<file path="config.mk">
export PLATFORM = sky130hd
export DESIGN_NAME = sram_byte_ctrl
export DESIGN_NICKNAME = d
export VERILOG_FILES = /design/src/rtl/sram_ctrl_pkg.sv /design/src/rtl/sram_wl_decode.sv /design/src/rtl/sram_byte_ctrl.sv
export SDC_FILE = /design/constraint.sdc
export NUM_CORES = 1
export LEC_CHECK = 0
export ABC_AREA = 1
export CAP_MARGIN = 5
export CORE_ASPECT_RATIO = 1.4
export CORE_MARGIN = 8
export CORE_UTILIZATION = 37
export DETAILED_ROUTE_END_ITERATION = 7
export PLACE_DENSITY = 0.82
export REMOVE_ABC_BUFFERS = 1
export SKIP_LAST_GASP = 1
export SLEW_MARGIN = 20
export SYNTH_ARGS = -nofsm -noshare
export SYNTH_HDL_FRONTEND = slang
export SYNTH_SLANG_ARGS = --single-unit
</file>
<file path="constraint.sdc">
create_clock -name clk -period 2.35 [get_ports clk]
set_input_delay 0.3525 -clock clk [delete_from_list [all_inputs] [get_ports clk]]
set_output_delay 0.3525 -clock clk [all_outputs]
set_load 0.02 [all_outputs]
</file>
<file path="src/rtl/sram_ctrl_pkg.sv">
// ----------------------------------------------------------------------------
// sram_ctrl_pkg
// Shared definitions for the SRAM byte-row access controller:
//   - state_t and the ST_* state encodings for the access sequencer
//   - phase_cnt_w(): width of the per-phase cycle counter, derived from the
//     setup/pulse/hold cycle counts
// ----------------------------------------------------------------------------
package sram_ctrl_pkg;

   typedef logic [2:0] state_t;

   localparam state_t ST_IDLE  = 3'd0;
   localparam state_t ST_SETUP = 3'd1;
   localparam state_t ST_PULSE = 3'd2;
   localparam state_t ST_HOLD  = 3'd3;
   localparam state_t ST_RESP  = 3'd4;

   // The counter runs 0..len-1 inside a phase, so it must hold the longest
   // phase length minus one. Never narrower than one bit.
   function automatic int phase_cnt_w(input int setup_cyc, input int pulse_cyc,
                                      input int hold_cyc);
      int longest;
      longest = setup_cyc;
      if (pulse_cyc > longest) longest = pulse_cyc;
      if (hold_cyc > longest)  longest = hold_cyc;
      return (longest <= 2) ? 1 : $clog2(longest);
   endfunction

endpackage : sram_ctrl_pkg

</file>
<file path="src/rtl/sram_wl_decode.sv">
// ----------------------------------------------------------------------------
// sram_wl_decode
// Combinational row-address decoder.
//   addr   in   ADDR_W      row index (may exceed NUM_WORDS-1)
//   en     in   1           enables the one-hot output
//   onehot out  NUM_WORDS   one-hot word-line select, all zero when !en or
//                           when addr is out of range
//   oor    out  1           addr >= NUM_WORDS (independent of en)
// ----------------------------------------------------------------------------
module sram_wl_decode #(
   parameter int NUM_WORDS = 16,
   parameter int ADDR_W    = 5
) (
   input  logic [ADDR_W-1:0]    addr,
   input  logic                 en,
   output logic [NUM_WORDS-1:0] onehot,
   output logic                 oor
);

   logic [31:0] addr_ext;

   assign addr_ext = 32'(addr);
   assign oor      = (addr_ext >= 32'(NUM_WORDS));

   // NOTE: every signal written in always_comb gets a default first, so no
   // path can leave it unassigned and infer a latch.
   always_comb begin
      onehot = '0;
      for (int k = 0; k < NUM_WORDS; k++) begin
         onehot[k] = en && (addr_ext == 32'(k));
      end
   end

endmodule : sram_wl_decode

</file>
<file path="src/rtl/sram_byte_ctrl.sv">
// ----------------------------------------------------------------------------
// sram_byte_ctrl
// Single-outstanding access initiator for a bank of NUM_WORDS byte rows.
// Each accepted request is sequenced as setup -> pulse -> hold on the row's
// word line, then answered over a response handshake.
//
// Ports
//   clk, rst_n                 clock, asynchronous active-low reset
//   req_valid/req_ready        request handshake (accepted only in IDLE)
//   req_we/req_addr/req_wdata  request: 1=write, row index, write byte
//   rsp_valid/rsp_ready        response handshake
//   rsp_rdata/rsp_err          read byte (0 for writes/errors), out-of-range
//   wl                         one-hot word lines
//   sram_datain                shared write-data bus (0 for reads)
//   read_pulse/write_pulse     shared strobes
//   sram_dataout               row k at [k*DATA_W +: DATA_W]
// ----------------------------------------------------------------------------
module sram_byte_ctrl
   import sram_ctrl_pkg::*;
#(
   parameter int DATA_W    = 8,
   parameter int NUM_WORDS = 16,
   parameter int ADDR_W    = 5,
   parameter int SETUP_CYC = 1,
   parameter int PULSE_CYC = 2,
   parameter int HOLD_CYC  = 1
) (
   input  logic                        clk,
   input  logic                        rst_n,
   input  logic                        req_valid,
   output logic                        req_ready,
   input  logic                        req_we,
   input  logic [ADDR_W-1:0]           req_addr,
   input  logic [DATA_W-1:0]           req_wdata,
   output logic                        rsp_valid,
   input  logic                        rsp_ready,
   output logic [DATA_W-1:0]           rsp_rdata,
   output logic                        rsp_err,
   output logic [NUM_WORDS-1:0]        wl,
   output logic [DATA_W-1:0]           sram_datain,
   output logic                        read_pulse,
   output logic                        write_pulse,
   input  logic [NUM_WORDS*DATA_W-1:0] sram_dataout
);

   localparam int CNT_W = phase_cnt_w(SETUP_CYC, PULSE_CYC, HOLD_CYC);

   state_t              state_q, state_d;
   logic [CNT_W-1:0]    cnt_q;
   logic                ready_en_q;
   logic                we_q;
   logic [ADDR_W-1:0]   addr_q;
   logic [DATA_W-1:0]   wdata_q;
   logic [DATA_W-1:0]   rdata_q;
   logic                err_q;

   logic                in_access;
   logic                phase_done;
   logic                req_fire;
   logic [ADDR_W-1:0]   dec_addr;
   logic                addr_oor;
   logic [NUM_WORDS-1:0] wl_sel;
   logic [DATA_W-1:0]   row_rd;

   assign in_access = (state_q == ST_SETUP) || (state_q == ST_PULSE) ||
                      (state_q == ST_HOLD);

   // ready_en_q keeps req_ready low while reset is held even though the state
   // register already sits in IDLE.
   assign req_ready = ready_en_q && (state_q == ST_IDLE);
   assign req_fire  = req_valid && req_ready;

   // In IDLE the decoder inspects the incoming address for the range check;
   // during an access it drives the word line from the latched address.
   assign dec_addr = (state_q == ST_IDLE) ? req_addr : addr_q;

   sram_wl_decode #(
      .NUM_WORDS (NUM_WORDS),
      .ADDR_W    (ADDR_W)
   ) u_wl_decode (
      .addr   (dec_addr),
      .en     (in_access),
      .onehot (wl_sel),
      .oor    (addr_oor)
   );

   always_comb begin
      phase_done = 1'b0;
      case (state_q)
         ST_SETUP: phase_done = (cnt_q == CNT_W'(SETUP_CYC - 1));
         ST_PULSE: phase_done = (cnt_q == CNT_W'(PULSE_CYC - 1));
         ST_HOLD:  phase_done = (cnt_q == CNT_W'(HOLD_CYC - 1));
         default:  phase_done = 1'b0;
      endcase
   end

   always_comb begin
      state_d = state_q;
      case (state_q)
         ST_IDLE:  if (req_fire)   state_d = addr_oor ? ST_RESP : ST_SETUP;
         ST_SETUP: if (phase_done) state_d = ST_PULSE;
         ST_PULSE: if (phase_done) state_d = ST_HOLD;
         ST_HOLD:  if (phase_done) state_d = ST_RESP;
         ST_RESP:  if (rsp_ready)  state_d = ST_IDLE;
         default:                  state_d = ST_IDLE;
      endcase
   end

   // Word lines are one-hot, so the selected row is a plain AND-OR.
   always_comb begin
      row_rd = '0;
      for (int k = 0; k < NUM_WORDS; k++) begin
         if (wl_sel[k]) row_rd = row_rd | sram_dataout[k*DATA_W +: DATA_W];
      end
   end

   // NOTE: state and datapath registers use non-blocking assignments so every
   // flop samples pre-edge values regardless of statement order. The request
   // latches are reset too, so the response outputs read 0 straight out of
   // reset instead of carrying stale data.
   always_ff @(posedge clk or negedge rst_n) begin
      if (!rst_n) begin
         state_q    <= ST_IDLE;
         cnt_q      <= '0;
         ready_en_q <= 1'b0;
         we_q       <= 1'b0;
         addr_q     <= '0;
         wdata_q    <= '0;
         rdata_q    <= '0;
         err_q      <= 1'b0;
      end else begin
         ready_en_q <= 1'b1;
         state_q    <= state_d;
         cnt_q      <= (in_access && !phase_done) ? cnt_q + 1'b1 : '0;

         if (req_fire) begin
            we_q    <= req_we;
            addr_q  <= req_addr;
            wdata_q <= req_wdata;
            err_q   <= addr_oor;
            rdata_q <= '0;
         end

         // Capture on the final pulse cycle: the row has had the whole pulse
         // to resolve and the word line is still up.
         if ((state_q == ST_PULSE) && phase_done && !we_q) begin
            rdata_q <= row_rd;
         end
      end
   end

   assign wl          = wl_sel;
   assign sram_datain = (in_access && we_q) ? wdata_q : '0;
   assign read_pulse  = (state_q == ST_PULSE) && !we_q;
   assign write_pulse = (state_q == ST_PULSE) &&  we_q;
   assign rsp_valid   = (state_q == ST_RESP);
   assign rsp_rdata   = rsp_valid ? rdata_q : '0;
   assign rsp_err     = rsp_valid && err_q;

endmodule : sram_byte_ctrl

</file>
==> run metrics, run 1 <==
run status complete, but fails checks; violated checks negative setup slack; PnR Total Power 3.962 mW; largest net degree at the start of global routing 33; number of synthesized register bits 28; synth warn 0; cell seen most often among critical-path stages nor2_4; critical path's slowest cell dfrtp_1; Via density 5.054; Worst path max stage delay 0.42 ns; most common cell in the netlist nand3_1; Reg clk slew, reported paths 0.09 ns; CP delay by family, top simple AND/OR/NAND/NOR gates; DPL Wire Length 10120 um; crit path cell chain nor2_4, buf_4, nand3_1, nand2_4, nand2_1, nor2_4, inv_1, nor2_1, dlygate4sd2_1; I/O Pins 183; Hold Crit Class in -> async; # setup viols final 1; Post-CTS Hold Fix Bufs 0; post-route ant nets 0; Req. time, crit path 2.00 ns; period utilisation layout 101.1%; crit path buf inv count 3; Pleak 2.723 nW; post-route setup slack -0.02654 ns; final hold violations 0; Post-synth top flop dfrtp_1; crit path max fanout 4; Diodes inserted 0; fmax 420.8 MHz; Clock Skew 0.003780 ns; Setup CP Type reg -> out; synth cell count leaders 136 x nand3_1, 122 x nand2_1, 73 x nor2_1; dominant cells by area after synthesis dfrtp_1 25%, nand3_1 24%, nand2_1 16%; die area 10810 um2; TritonCTS clock tree built; GRT met3 Usage 4.313%; gpl congestion 0.8941; core area 7607 um2; RSZ-0062 raised after global routing true; nets 828; initial core utilization 37.48%; Layout area overhead 73.28%; FFs w/ async S/R, synth 100.0%; clk sinks 28; via count of the first global-routing pass 4021; total CTS buffers 3; pre-CTS setup slack -0.1689 ns; I/O Buffers 182; layout cells sized above 1 11.60%; startpoint types flip-flop; total power per unit cell area 801.8 nW/um2; synthesized instance count 490; Distinct cells, synth 21; GR peak layer met2; met2 Usage GRT 42.43%; Total GRT Usage 22.01%; Initial DRT Pass Iterations 4; final wirelength 12560 um; drt wl/cell 16.09 um; first-pass GRT wire length 19750 um; share of the synthesized area in the top cell type 24.57%; Final Util 64.95%; GRT Residual Overflow 0; DRC errors left 0; max_cap viols 0; synthesized cell area 2851 um2; clock root cell clkbuf_8; FP Rows 38; Avg Synthesized Cell Area 5.819 um2; Peak VDD IR 835.1 uV; GR Layer Usage met1 22.33%; min Tclk post-route 2.377 ns; clk_lat worst skew 0.27 ns; critical path arrival 2.02 ns; vias after detailed routing 3947; First DRT Iteration DRCs 168; Worst setup EP type output port; placed inst area 4803 um2; post-synthesis sequential area ratio 24.57%; initial antenna violation count 0; Die H 119.9 um; Max Transition Viols Final 0; Final Instance Area 4941 um2; H-tree Lvls 1; Post-synth EDFFs 0; buffer depth of the longest clock path 2; die width 90.20 um; cell taking the most area after synthesis dfrtp_1
-- report_power, final --
group	total [mW]	switching, mW	internal (mW)	leakage [nW]
Combinational	2.84	1.78	1.05	2.33
Clock	0.371	0.143	0.228	0.0357
Sequential	0.754	0.0963	0.658	0.361
Total	3.96	2.02	1.94	2.72
-- final timing paths --
path | endpoint | cells after the start | start | slack [ns]
hold reg to reg | rdata_q[3]$_DFFE_PN0P_ | 2 | rdata_q[3]$_DFFE_PN0P_ | 0.49
min in group clk | rdata_q[3]$_DFFE_PN0P_ | 2 | rdata_q[3]$_DFFE_PN0P_ | 0.49
setup reg to reg | rdata_q[2]$_DFFE_PN0P_ | 14 | state_q[1]$_DFFE_PN0P_ | 0.11
hold / removal | state_q[1]$_DFFE_PN0P_ | 2 | rst_n | 0.44
max in group asynchronous | wdata_q[2]$_DFFE_PN0P_ | 2 | rst_n | 1.65
setup / recovery | wl[2] | 9 | state_q[1]$_DFFE_PN0P_ | -0.03
-- cells in the final DEF, fill, tap and decap left out --
master and count:
clkdlybuf4s50_1 145, nand3_1 136, nand2_1 121, nor2_1 72
inv_1 46, dfrtp_1 28, buf_4 27, o21ai_0 18
dlymetal6s2s_1 16, nand2_2 11, nor2_4 9, clkbuf_2 7
o21ai_1 6, dlygate4sd2_1 6, buf_2 5, buf_6 5
inv_2 3, nor3_1 3, clkbuf_8 3, nand2_4 2
o21ai_4 2, a21oi_1 2, o21ai_2 2, nor2_2 1
a31oi_1 1, a21o_1 1, bufinv_16 1, conb_1 1
buf_12 1
-- worst register-to-register path: cells and delay by family (launching register included) --
| kind | cells | cell delay [ns] |
|---|---|---|
| AOI/OAI and AO/OA | 2 | 0.35 |
| buffers and inverters | 4 | 0.59 |
| DFF | 1 | 0.42 |
| and+or+nand+nor | 8 | 0.79 |
-- flip-flops by register name, indices dropped and copies added, names as in the netlist --
register / flops
err_q: 1
we_q: 1
wdata_q: 8
addr_q: 5
rdata_q: 8
ready_en_q: 1
state_q: 3
cnt_q: 1
-- layer usage --
layer  share of wire, %  routed length (um)
met1                 36                4480
met2                 54                6802
met3                6.6                 829
met4                3.6                 452
met5                  0                   0
-- what timing repair did --
action / 4_1_cts / 5_1_grt
cloned: 0 / 0
gates resized for setup: 46 / 43
endpoints found under the setup margin: 27 / 40
pin swaps: 4 / 4
setup buffers: 5 / 2
-- stage by stage --
step | cells | hold slack (ns) | setup TNS (ns)
final | 781 | 0.4412 | -0.02654
after floorplan | 465 | 0.05691 | 0
after global routing | 781 | 0.4950 | -0.1816
after detailed placement | 770 | 0.4704 | -1.551
after global placement | 770 | 0.4619 | -1.140
after CTS | 779 | 0.4559 | -0.7495
-- kinds of logic (layout without fill, tap and decap cells) --
kind of cell	after synthesis	after routing	synth area share [%]
AO/OA/AOI/OAI	32	32	6.538
other	1	1	0.1315
flip-flops	28	28	24.57
buffers and inverters	74	265	12.33
AND/OR/NAND/NOR	355	355	56.43
-- layout make-up --
| type | count | area, um2 |
|---|---|---|
| clock inverters | 1 | 30.03 |
| inverters | 49 | 183.9 |
| multi-input cells | 388 | 1817 |
| repair buffers | 212 | 2043 |
| fillers | 716 | 2666 |
| well taps | 100 | 125.1 |
| clock buffers | 3 | 41.29 |
| flip-flops and latches | 28 | 700.7 |
(Power assumes the default switching activity.)
==> inputs of run 2 (changes only) <==
--- a/config.mk
+++ b/config.mk
@@ -7,11 +7,13 @@
 export LEC_CHECK = 0
 export ABC_AREA = 1
 export CAP_MARGIN = 5
+export CELL_PAD_IN_SITES_DETAIL_PLACEMENT = 0
+export CELL_PAD_IN_SITES_GLOBAL_PLACEMENT = 2
 export CORE_ASPECT_RATIO = 1.4
 export CORE_MARGIN = 8
-export CORE_UTILIZATION = 37
+export CORE_UTILIZATION = 17
 export DETAILED_ROUTE_END_ITERATION = 7
-export PLACE_DENSITY = 0.82
+export PLACE_DENSITY_LB_ADDON = 0.1
 export REMOVE_ABC_BUFFERS = 1
 export SKIP_LAST_GASP = 1
 export SLEW_MARGIN = 20
==> run 2 against run 1 <==
  * The flow now finishes without violations
  * Sequential cell count did not move
  * Sequential share of layout area fell by 0.40 points
  * Final cell count rose by 13%
  * Sequential power barely moved
==> run metrics, run 2 (same netlist as run 1, synthesis figures left out) <==
run status complete, no violations (was complete, but fails checks); post-route setup slack 0.08941 ns (was -0.02654 ns); post-route ant nets 0 (unchanged); Finished Layout Cells 885 (was 781); beginning of the worst register-to-register path state_q[0]$_DFFE_PN0P_ (was state_q[1]$_DFFE_PN0P_); die width 125.5 um (was 90.20 um); clk_lat worst skew 0.27 ns (about the same); register area 700.7 um2 (unchanged); Hold Crit Class in -> async (unchanged); RSZ-0062 raised after global routing true (unchanged); Max Transition Viols Final 0 (unchanged); First DRT Iteration DRCs 150 (was 168); DRC errors left 0 (unchanged); Slew HR 65.81%; Post-Place Cells 875 (was 770); Die H 169.2 um (was 119.9 um); GR Layer Usage met1 14.76% (was 22.33%); first-pass GRT wire length 22750 um (was 19750 um); Post-CTS Hold Fix Bufs 0 (unchanged); Worst setup EP type output port (unchanged); placed inst area 4952 um2 (was 4803 um2); initial core utilization 17.17% (was 37.48%); layout cells sized above 1 13.36% (was 11.60%); met2 Usage GRT 25.66% (was 42.43%); I/O Buffers 182 (unchanged); drt wl/cell 16.92 um (was 16.09 um); # setup viols final 0 (was 1); largest net degree at the start of global routing 33 (unchanged); Multi-input gate area 1871 um2 (was 1817 um2); max_cap viols 0 (unchanged); I/O Pins 183 (unchanged); Via density 4.302 (was 5.054); Setup crit start state_q[0]$_DFFE_PN0P_ (was state_q[1]$_DFFE_PN0P_); fmax 442.4 MHz (was 420.8 MHz); nets 828 (unchanged); biggest regs rdata_q: 8 flops, wdata_q: 8 flops, addr_q: 5 flops (unchanged); Setup TNS Final 0 ns (was -0.02654 ns); GR peak layer met2 (unchanged); DPL Wire Length 12220 um (was 10120 um); startpoint types flip-flop (unchanged); TritonCTS clock tree built (unchanged); gpl congestion 0.7550 (was 0.8941); Total GRT Usage 13.77% (was 22.01%); final wirelength 14970 um (was 12560 um); final hold violations 0 (unchanged); H-tree Lvls 1 (unchanged); clock root cell clkbuf_16 (was clkbuf_8); Worst-Margin Slew 0.5110 ns; GRT met3 Usage 4.088% (was 4.313%); Layout area overhead 78.32% (was 73.28%); Final Instance Area 5085 um2 (was 4941 um2); Setup CP Type reg -> out (unchanged); total CTS buffers 3 (unchanged); most frequent cells in the layout 149 x clkdlybuf4s50_1, 131 x nand3_1, 119 x nand2_1 (was 145 x clkdlybuf4s50_1, 136 x nand3_1, 121 x nand2_1); clk sinks 28 (unchanged); buffer depth of the longest clock path 2 (unchanged); critical path arrival 1.91 ns (was 2.02 ns); total power per unit cell area 795.2 nW/um2 (was 801.8 nW/um2); Peak VDD IR 759.7 uV (was 835.1 uV); FILL cells 1865 (was 716); min Tclk post-route 2.261 ns (was 2.377 ns); crit path max fanout 7 (was 4); Clock Skew 0.007580 ns (was 0.003780 ns); die area 21230 um2 (was 10810 um2); most common cell after layout, fill and taps aside clkdlybuf4s50_1 (unchanged); FP Rows 56 (was 38); via count of the first global-routing pass 4054 (was 4021); initial antenna violation count 1 (was 0); Reg clk slew, reported paths 0.07 ns (was 0.09 ns); core area 16610 um2 (was 7607 um2); Req. time, crit path 2.00 ns (about the same); r2r worst-path depth 14 (unchanged); vias after detailed routing 3807 (was 3947); Initial DRT Pass Iterations 4 (unchanged); Pleak 2.578 nW (was 2.723 nW); period utilisation layout 96.20% (was 101.1%); pre-CTS setup slack -0.1963 ns (was -0.1689 ns); GRT Residual Overflow 0 (unchanged)
[run 2: cell count changes in the layout (fill, tap and decap cells not counted), moves of 3 or more]
cell	before	now
clkbuf_2	7	14
nand3_1	136	131
o21ai_2	2	5
o21ai_1	6	3
clkbuf_16	0	3
dlymetal6s2s_1	16	7
buf_6	5	1
buf_2	5	1
dlygate4sd2_1	6	10
nand3_2	0	5
clkdlybuf4s50_1	145	149
[run 2: cell type report]
class                   count  area share (%)
well taps                 203           4.995
clock buffers               4           1.747
diodes                      1         0.04921
inverters                  49           3.691
flip-flops and latches     28           13.78
repair buffers            212           38.95
multi-input cells         388           36.79
[run 2: routing by layer]
metal | wire (um) | vias up | share of wire, %
met4 | 266 | 0 | 1.8
met3 | 1226 | 11 | 8.2
met2 | 7689 | 130 | 51
met5 | 0 | - | 0
met1 | 5791 | 1710 | 39
li1 | - | 1956 | -
[run 2: critical path, stage by stage, from the launching register on]
cell	delay (ns)
dfrtp_1	0.41
nor2_4	0.22
nand2_4	0.11
buf_4	0.15
nand2_2	0.07
o21ai_4	0.08
nor2_4	0.11
inv_1	0.08
nor2_1	0.09
clkdlybuf4s15_1	0.31
[run 2: worst paths after layout]
path | end | slack [ns]
setup / recovery | wl[3] | 0.09
setup reg to reg | rdata_q[6]$_DFFE_PN0P_ | 0.16
min in group clk | rdata_q[2]$_DFFE_PN0P_ | 0.48
hold / removal | cnt_q$_DFF_PN0_ | 0.46
max in group asynchronous | wdata_q[2]$_DFFE_PN0P_ | 1.60
hold reg to reg | rdata_q[2]$_DFFE_PN0P_ | 0.48
[run 2: through the flow]
step / hold slack [ns] / utilization [%] / total power, mW
6_report: 0.4640 / 30.62 / 4.043
5_1_grt: 0.5009 / 30.62 / 4.422
4_1_cts: 0.4857 / 30.28 / 4.019
3_5_place_dp: 0.4650 / 29.82 / 3.558
3_3_place_gp: 0.4666 / 29.82 / 3.539
2_1_floorplan: 0.05691 / - / 2.222
[run 2: timing repair]
item | CTS | global route
gates resized for setup | 28 | 56
pin swaps | 0 | 12
endpoints found under the setup margin | 34 | 29
buffers inserted | 2 | 3
[run 2: power by group]
part	switching [mW]	internal [mW]	leakage (nW)
sequential	0.0936	0.658	0.361
combinational	1.86	0.997	2.17
clock	0.170	0.261	0.0442
==> edit 1 (flow settings as in run 2) <==
The parameter `HOLD_CYC` goes from 1 to 0.
--- a/src/rtl/sram_byte_ctrl.sv
+++ b/src/rtl/sram_byte_ctrl.sv
@@ -24,5 +24,5 @@
    parameter int SETUP_CYC = 1,
    parameter int PULSE_CYC = 2,
-   parameter int HOLD_CYC  = 1
+   parameter int HOLD_CYC  = 0
 ) (
    input  logic                        clk,
Function: changed (Yosys sat finds a counterexample within 10 cycles, from zero or initial values and one cycle with rst_n low).
==> edit 1 against run 2 <==
- worst setup slack better by 0.032 ns
- clock skew is 0.0022 ns lower
- maximum frequency increased by 1.4%
- synthesized area rose by 2.4%
- routed wire length rose by 0.58%
- sequential cell count stayed put
- via count decreased by 0.26%
- power rose by 15%
- die area grew 2.1%
- design area up 0.20%
- global-route usage shrank 0.096 points
- count of clock-buffer cells in the layout stayed put
- critical path type is now reg -> reg
- critical endpoint is now rdata_q[3]
- largest power group unchanged
==> edit 1: results (changes against run 2) <==
- Outcome: finished, final reports clean
- Worst-case vdd ir drop: 666 uV (-12%)
- Maximum fanout encountered on the critical timing path: 24 (+17)
- Crit path DAT: 2.38 ns (+0.47 ns)
- Pleak: 2.66 nW (+3.0%)
- Largest net degree at the start of global routing: 33 (unchanged)
- Switching Power: 2.51 mW (+18%)
- First DRT Iteration DRCs: 153 (+2.0%)
- Number of placed instances with taps included: 877 (+0.23%)
- Crit Path Category: reg -> reg
- Transition at the pin with the smallest max-transition slack: 0.516 ns (+0.00517 ns)
- Top area cells in the synthesized netlist: sky130_fd_sc_hd__dfrtp_1, sky130_fd_sc_hd__nand3_1, sky130_fd_sc_hd__nand2_1
- Largest registers: rdata_q x8, wdata_q x8, addr_q x5
- Worst hold slack: 0.469 ns (+0.00527 ns)
- Count of synthesis-stage warnings from yosys: 0 (unchanged)
- Class of the worst hold path: in -> async
- Syn Area/Cell: 5.95 um^2 (+2.2%)
- Number of max-slew violations in the final report: 0 (unchanged)
- Clock buffer depth: 2 (unchanged)
- Clock slew at the register clock pins of the worst setup and hold paths: 0.07 ns (about the same)
- Master cell of the clock root buffer: sky130_fd_sc_hd__clkbuf_16
- Level count of the clock H-tree: 1 (unchanged)
- Dominant synthesized flop cell: sky130_fd_sc_hd__dfrtp_1
- Number of CTS-inserted buffers: 3 (unchanged)
- Worst-path cell with the longest stage delay: sky130_fd_sc_hd__dfrtp_1
- First-pass GRT wire length: 23,100 um (+1.6%)
- Clock latency on the worst-skew pair: 0.27 ns (about the same)
- Cells on worst reg2reg path: 13 (-1)
- Routed via count: 3,797 (-0.26%)
- Count of input and output buffers: 182 (unchanged)
- Fin nets: 828 (unchanged)
- Pre-antenna DRT Iters: 4 (unchanged)
- Placer's final routability congestion estimate: 0.776 (+2.7%)
- DPL Wire Length: 12,200 um (about the same)
- Share of power burned in the clock network: 9.3% (-1.4 points)
- Most used standard cells in the synthesized netlist: sky130_fd_sc_hd__nand3_1, sky130_fd_sc_hd__nand2_1, sky130_fd_sc_hd__nor2_1, sky130_fd_sc_hd__inv_1, sky130_fd_sc_hd__dfrtp_1
- Share of post-route cells with drive strength above 1: 12.6% (-0.73 points)
- Reg-to-reg critical path startpoint: state_q[0]
- FILL cells: 1,894 (+1.6%)
- Total routing resource utilization after global routing: 13.7% (-0.096 points)
- Cell variety after synth: 23 (+9.5%)
- Layout Cells excl Fill: 885 (unchanged)
- Flop-to-flop setup slack: 0.12 ns (-0.04 ns)
- Antenna violations before repair: 0 (-1)
- Overall routed net length: 15,100 um (+0.58%)
- RR Endpoint: rdata_q[3]
- Sequential cell area fraction in the yosys report: 24.0% (-0.57 points)
- Post-Route Skew: 0.00537 ns (-0.00221 ns)
- Fraction of registers with async set/reset: 100% (unchanged)
- Vias in the first global route: 4,118 (+1.6%)
- Slowest stage delay, CP: 0.41 ns (about the same)
==> edit 1: logic make-up after synthesis <==
logic type      Yosys count  share of synthesized area, %
buf+inv                  74                          12.8
compound gates           31                          6.30
simple gates            357                          56.8
other cells               1                         0.128
flops                    28                          24.0
==> edit 1: repair_timing <==
action | in CTS | in global routing
buffers inserted | 3 | 0
pin swaps | 1 | 1
gates resized for setup | 39 | 42
endpoints found under the setup margin | 37 | 33
gates cloned | 0 | 0
==> edit 1: final cells by class <==
class                           count  area, um^2  area share, %
Clock buffer                        4        88.8           1.74
Timing Repair Buffer              211        1990           39.1
Tap cell                          203         254           4.99
Sequential cell                    28         701           13.8
Multi-Input combinational cell    389        1870           36.8
Antenna cell                        1        2.50         0.0491
Inverter                           49         184           3.61
==> edit 1: power by group through the flow <==
stage                     Sequential (mW)  Combinational [mW]  Clock [mW]
final                               0.795                3.43       0.432
after global routing                0.824                3.83       0.469
after CTS                           0.795                3.50       0.455
after detailed placement            0.800                3.45           0
after global placement              0.797                3.44           0
after floorplan                     0.790                1.87           0
==> edit 1: metrics by stage <==
stage | util [%] | TNS [ns] | area (um^2) | power, mW | setup WS [ns]
2_1_floorplan | - | 0 | 2730 | 2.66 | 0.0920
3_3_place_gp | 29.8 | -1.81 | 5010 | 4.24 | -0.139
3_5_place_dp | 29.8 | -1.67 | 5010 | 4.25 | -0.127
4_1_cts | 30.4 | 0 | 5110 | 4.75 | 0.0136
5_1_grt | 30.3 | -0.0921 | 5090 | 5.13 | -0.0382
6_report | 30.3 | 0 | 5090 | 4.65 | 0.121
==> edit 1: how the worst min path moves through the flow <==
stage / to / start
after detailed placement: cnt_q / cnt_q
after global routing: rdata_q[1] / rdata_q[1]
after floorplan: addr_q[0] / rst_n
after global placement: rdata_q[0] / rdata_q[0]
final: ready_en_q / rst_n
after CTS: cnt_q / cnt_q
==> edit 1: critical path: cells and delay by family (launching register included) <==
family,cells,cell delay (ns)
flip-flops,1,0.41
AND/OR/NAND/NOR,8,0.80
AO/OA/AOI/OAI,1,0.20
buffers and inverters,4,0.70
==> edit 1: metal layers <==
layer	track usage [%]	share of wire (%)	vias up
met4	4.00	1.7	0
li1	-	-	1956
met2	25.3	50	124
met1	14.5	40	1706
met5	0	0	-
met3	4.42	7.9	11
==> edit 2 (settings of run 2) <==
Made on the original files. Put a register stage on the output `rsp_err`, with the module's reset. The value now appears one clock later. The other outputs are not delayed to match.
--- a/src/rtl/sram_byte_ctrl.sv
+++ b/src/rtl/sram_byte_ctrl.sv
@@ -156,5 +156,11 @@
    assign rsp_valid   = (state_q == ST_RESP);
    assign rsp_rdata   = rsp_valid ? rdata_q : '0;
-   assign rsp_err     = rsp_valid && err_q;
+   always_ff @(posedge clk or negedge rst_n) begin
+      if (!rst_n) begin
+         rsp_err <= '0;
+      end else begin
+         rsp_err <= rsp_valid && err_q;
+      end
+   end
 
 endmodule : sram_byte_ctrl
Check against the original RTL: not equivalent (Yosys sat finds a counterexample within 4 cycles, from zero or initial values and one cycle with rst_n low).
==> edit 2 against run 2 <==
- the flow now finishes with violations (negative setup slack)
- worst setup slack lost 0.10 ns
- routed wire length grew 2.9%
- power grew 7.9%
- synthesized area grew 0.75%
- design area grew 2.8%
- maximum frequency shrank 4.3%
- via count grew 2.0%
- sequential cell count grew 1
- critical endpoint is now sram_datain[1]
- synthesized cell count grew 0.20%
==> edit 2: results (changes against run 2) <==
- Outcome: complete, but fails checks
- Violations in the final reports: negative setup slack
- Number of instances in the synthesized netlist: 491 (+0.20%)
- Worst-case vdd ir drop: 768 uV (+1.2%)
- Vias in the first global route: 4,051 (-0.074%)
- Gates resized, CTS repair: 26 (-7.1%)
- Total routing resource utilization after global routing: 13.9% (+0.17 points)
- Largest net degree at the start of global routing: 33 (unchanged)
- Share of post-route cells with drive strength above 1: 13.6% (+0.28 points)
- Worst hold slack: 0.459 ns (-0.00516 ns)
- Pre-CTS setup slack: -0.165 ns (+0.0310 ns)
- Post-layout worst setup margin: -0.0130 ns (-0.102 ns)
- CP endpoint: sram_datain[1]
- Level count of the clock H-tree: 2 (+1)
- Inserted Diodes: 0 (-1)
- First-pass GRT wire length: 23,000 um (+0.97%)
- RR Endpoint: rdata_q[5]
- Routed via count: 3,882 (+2.0%)
- Count of final setup violators: 3 (+3)
- Number of max-cap violations: 0 (unchanged)
- Layout Cells excl Fill: 892 (+0.79%)
- Placer's final routability congestion estimate: 0.756 (+0.15%)
- Slowest stage delay, CP: 0.62 ns (+0.21 ns)
- Crit path DAT: 2.01 ns (+0.10 ns)
- DPL Wire Length: 12,400 um (+1.4%)
- Setup TNS: -0.0251 ns (-0.0251 ns)
- Overall routed net length: 15,400 um (+2.9%)
- Placed cell area: 5010 um^2 (+1.1%)
- Most used standard cells in the synthesized netlist: sky130_fd_sc_hd__nand3_1, sky130_fd_sc_hd__nand2_1, sky130_fd_sc_hd__nor2_1, sky130_fd_sc_hd__inv_1, sky130_fd_sc_hd__dfrtp_1
- Top area cells in the synthesized netlist: sky130_fd_sc_hd__dfrtp_1, sky130_fd_sc_hd__nand3_1, sky130_fd_sc_hd__nand2_1
- Fraction of registers with async set/reset: 100% (unchanged)
- Post-Route Skew: 0.00837 ns (+0.000787 ns)
- Number of placed instances with taps included: 878 (+0.34%)
- Number of buffers added for setup after CTS: 1 (-1)
- Sequential cell area fraction in the yosys report: 25.3% (+0.69 points)
- First DRT Iteration DRCs: 148 (-1.3%)
- Fin nets: 834 (+0.72%)
- Worst-path cell with the longest stage delay: sky130_fd_sc_hd__clkdlybuf4s50_1
- Maximum fanout encountered on the critical timing path: 8 (+1)
- Number of CTS-inserted buffers: 5 (+2)
- Flop-to-flop setup slack: 0.16 ns (about the same)
- Critical path's top delay family: buffers and inverters
- Largest registers: rdata_q x8, wdata_q x8, addr_q x5
- Pre-antenna DRT Iters: 5 (+1)
- Cells on worst reg2reg path: 15 (+1)
- Clock slew at the register clock pins of the worst setup and hold paths: 0.05 ns (-0.02 ns)
- Antenna violations before repair: 0 (-1)
- Pleak: 2.70 nW (+4.7%)
edit 2: per-layer routing:
metal  wire (um)  up-vias  track usage, %
met5           0        -               0
met4         275        0            4.15
met3        1140       18            4.23
met2        8100      126            26.2
met1        5890     1765            14.6
li1            -     1973               -
edit 2: area by class of cell:
cell class / instances / area [um^2]
tap: 203 / 254
inverter: 49 / 190
clock buffer: 6 / 129
fill: 1875 / 11400
clock inverter: 2 / 10.0
timing repair buffer: 215 / 2070
sequential: 29 / 726
multi-input combinational: 388 / 1850
edit 2: power by group:
| part | total (mW) | leakage, nW | switching [mW] | internal (mW) |
|---|---|---|---|---|
| Clock | 0.611 | 0.0706 | 0.223 | 0.388 |
| Combinational | 2.98 | 2.25 | 1.89 | 1.08 |
| Sequential | 0.774 | 0.375 | 0.0939 | 0.680 |
edit 2: cell families (layout without fill, tap and decap cells):
kind of cell,Yosys count,after routing,share of synthesized area (%)
compound gates,32,32,6.49
other cells,1,1,0.131
buf+inv,74,272,12.3
simple gates,355,355,55.8
flops,29,29,25.3
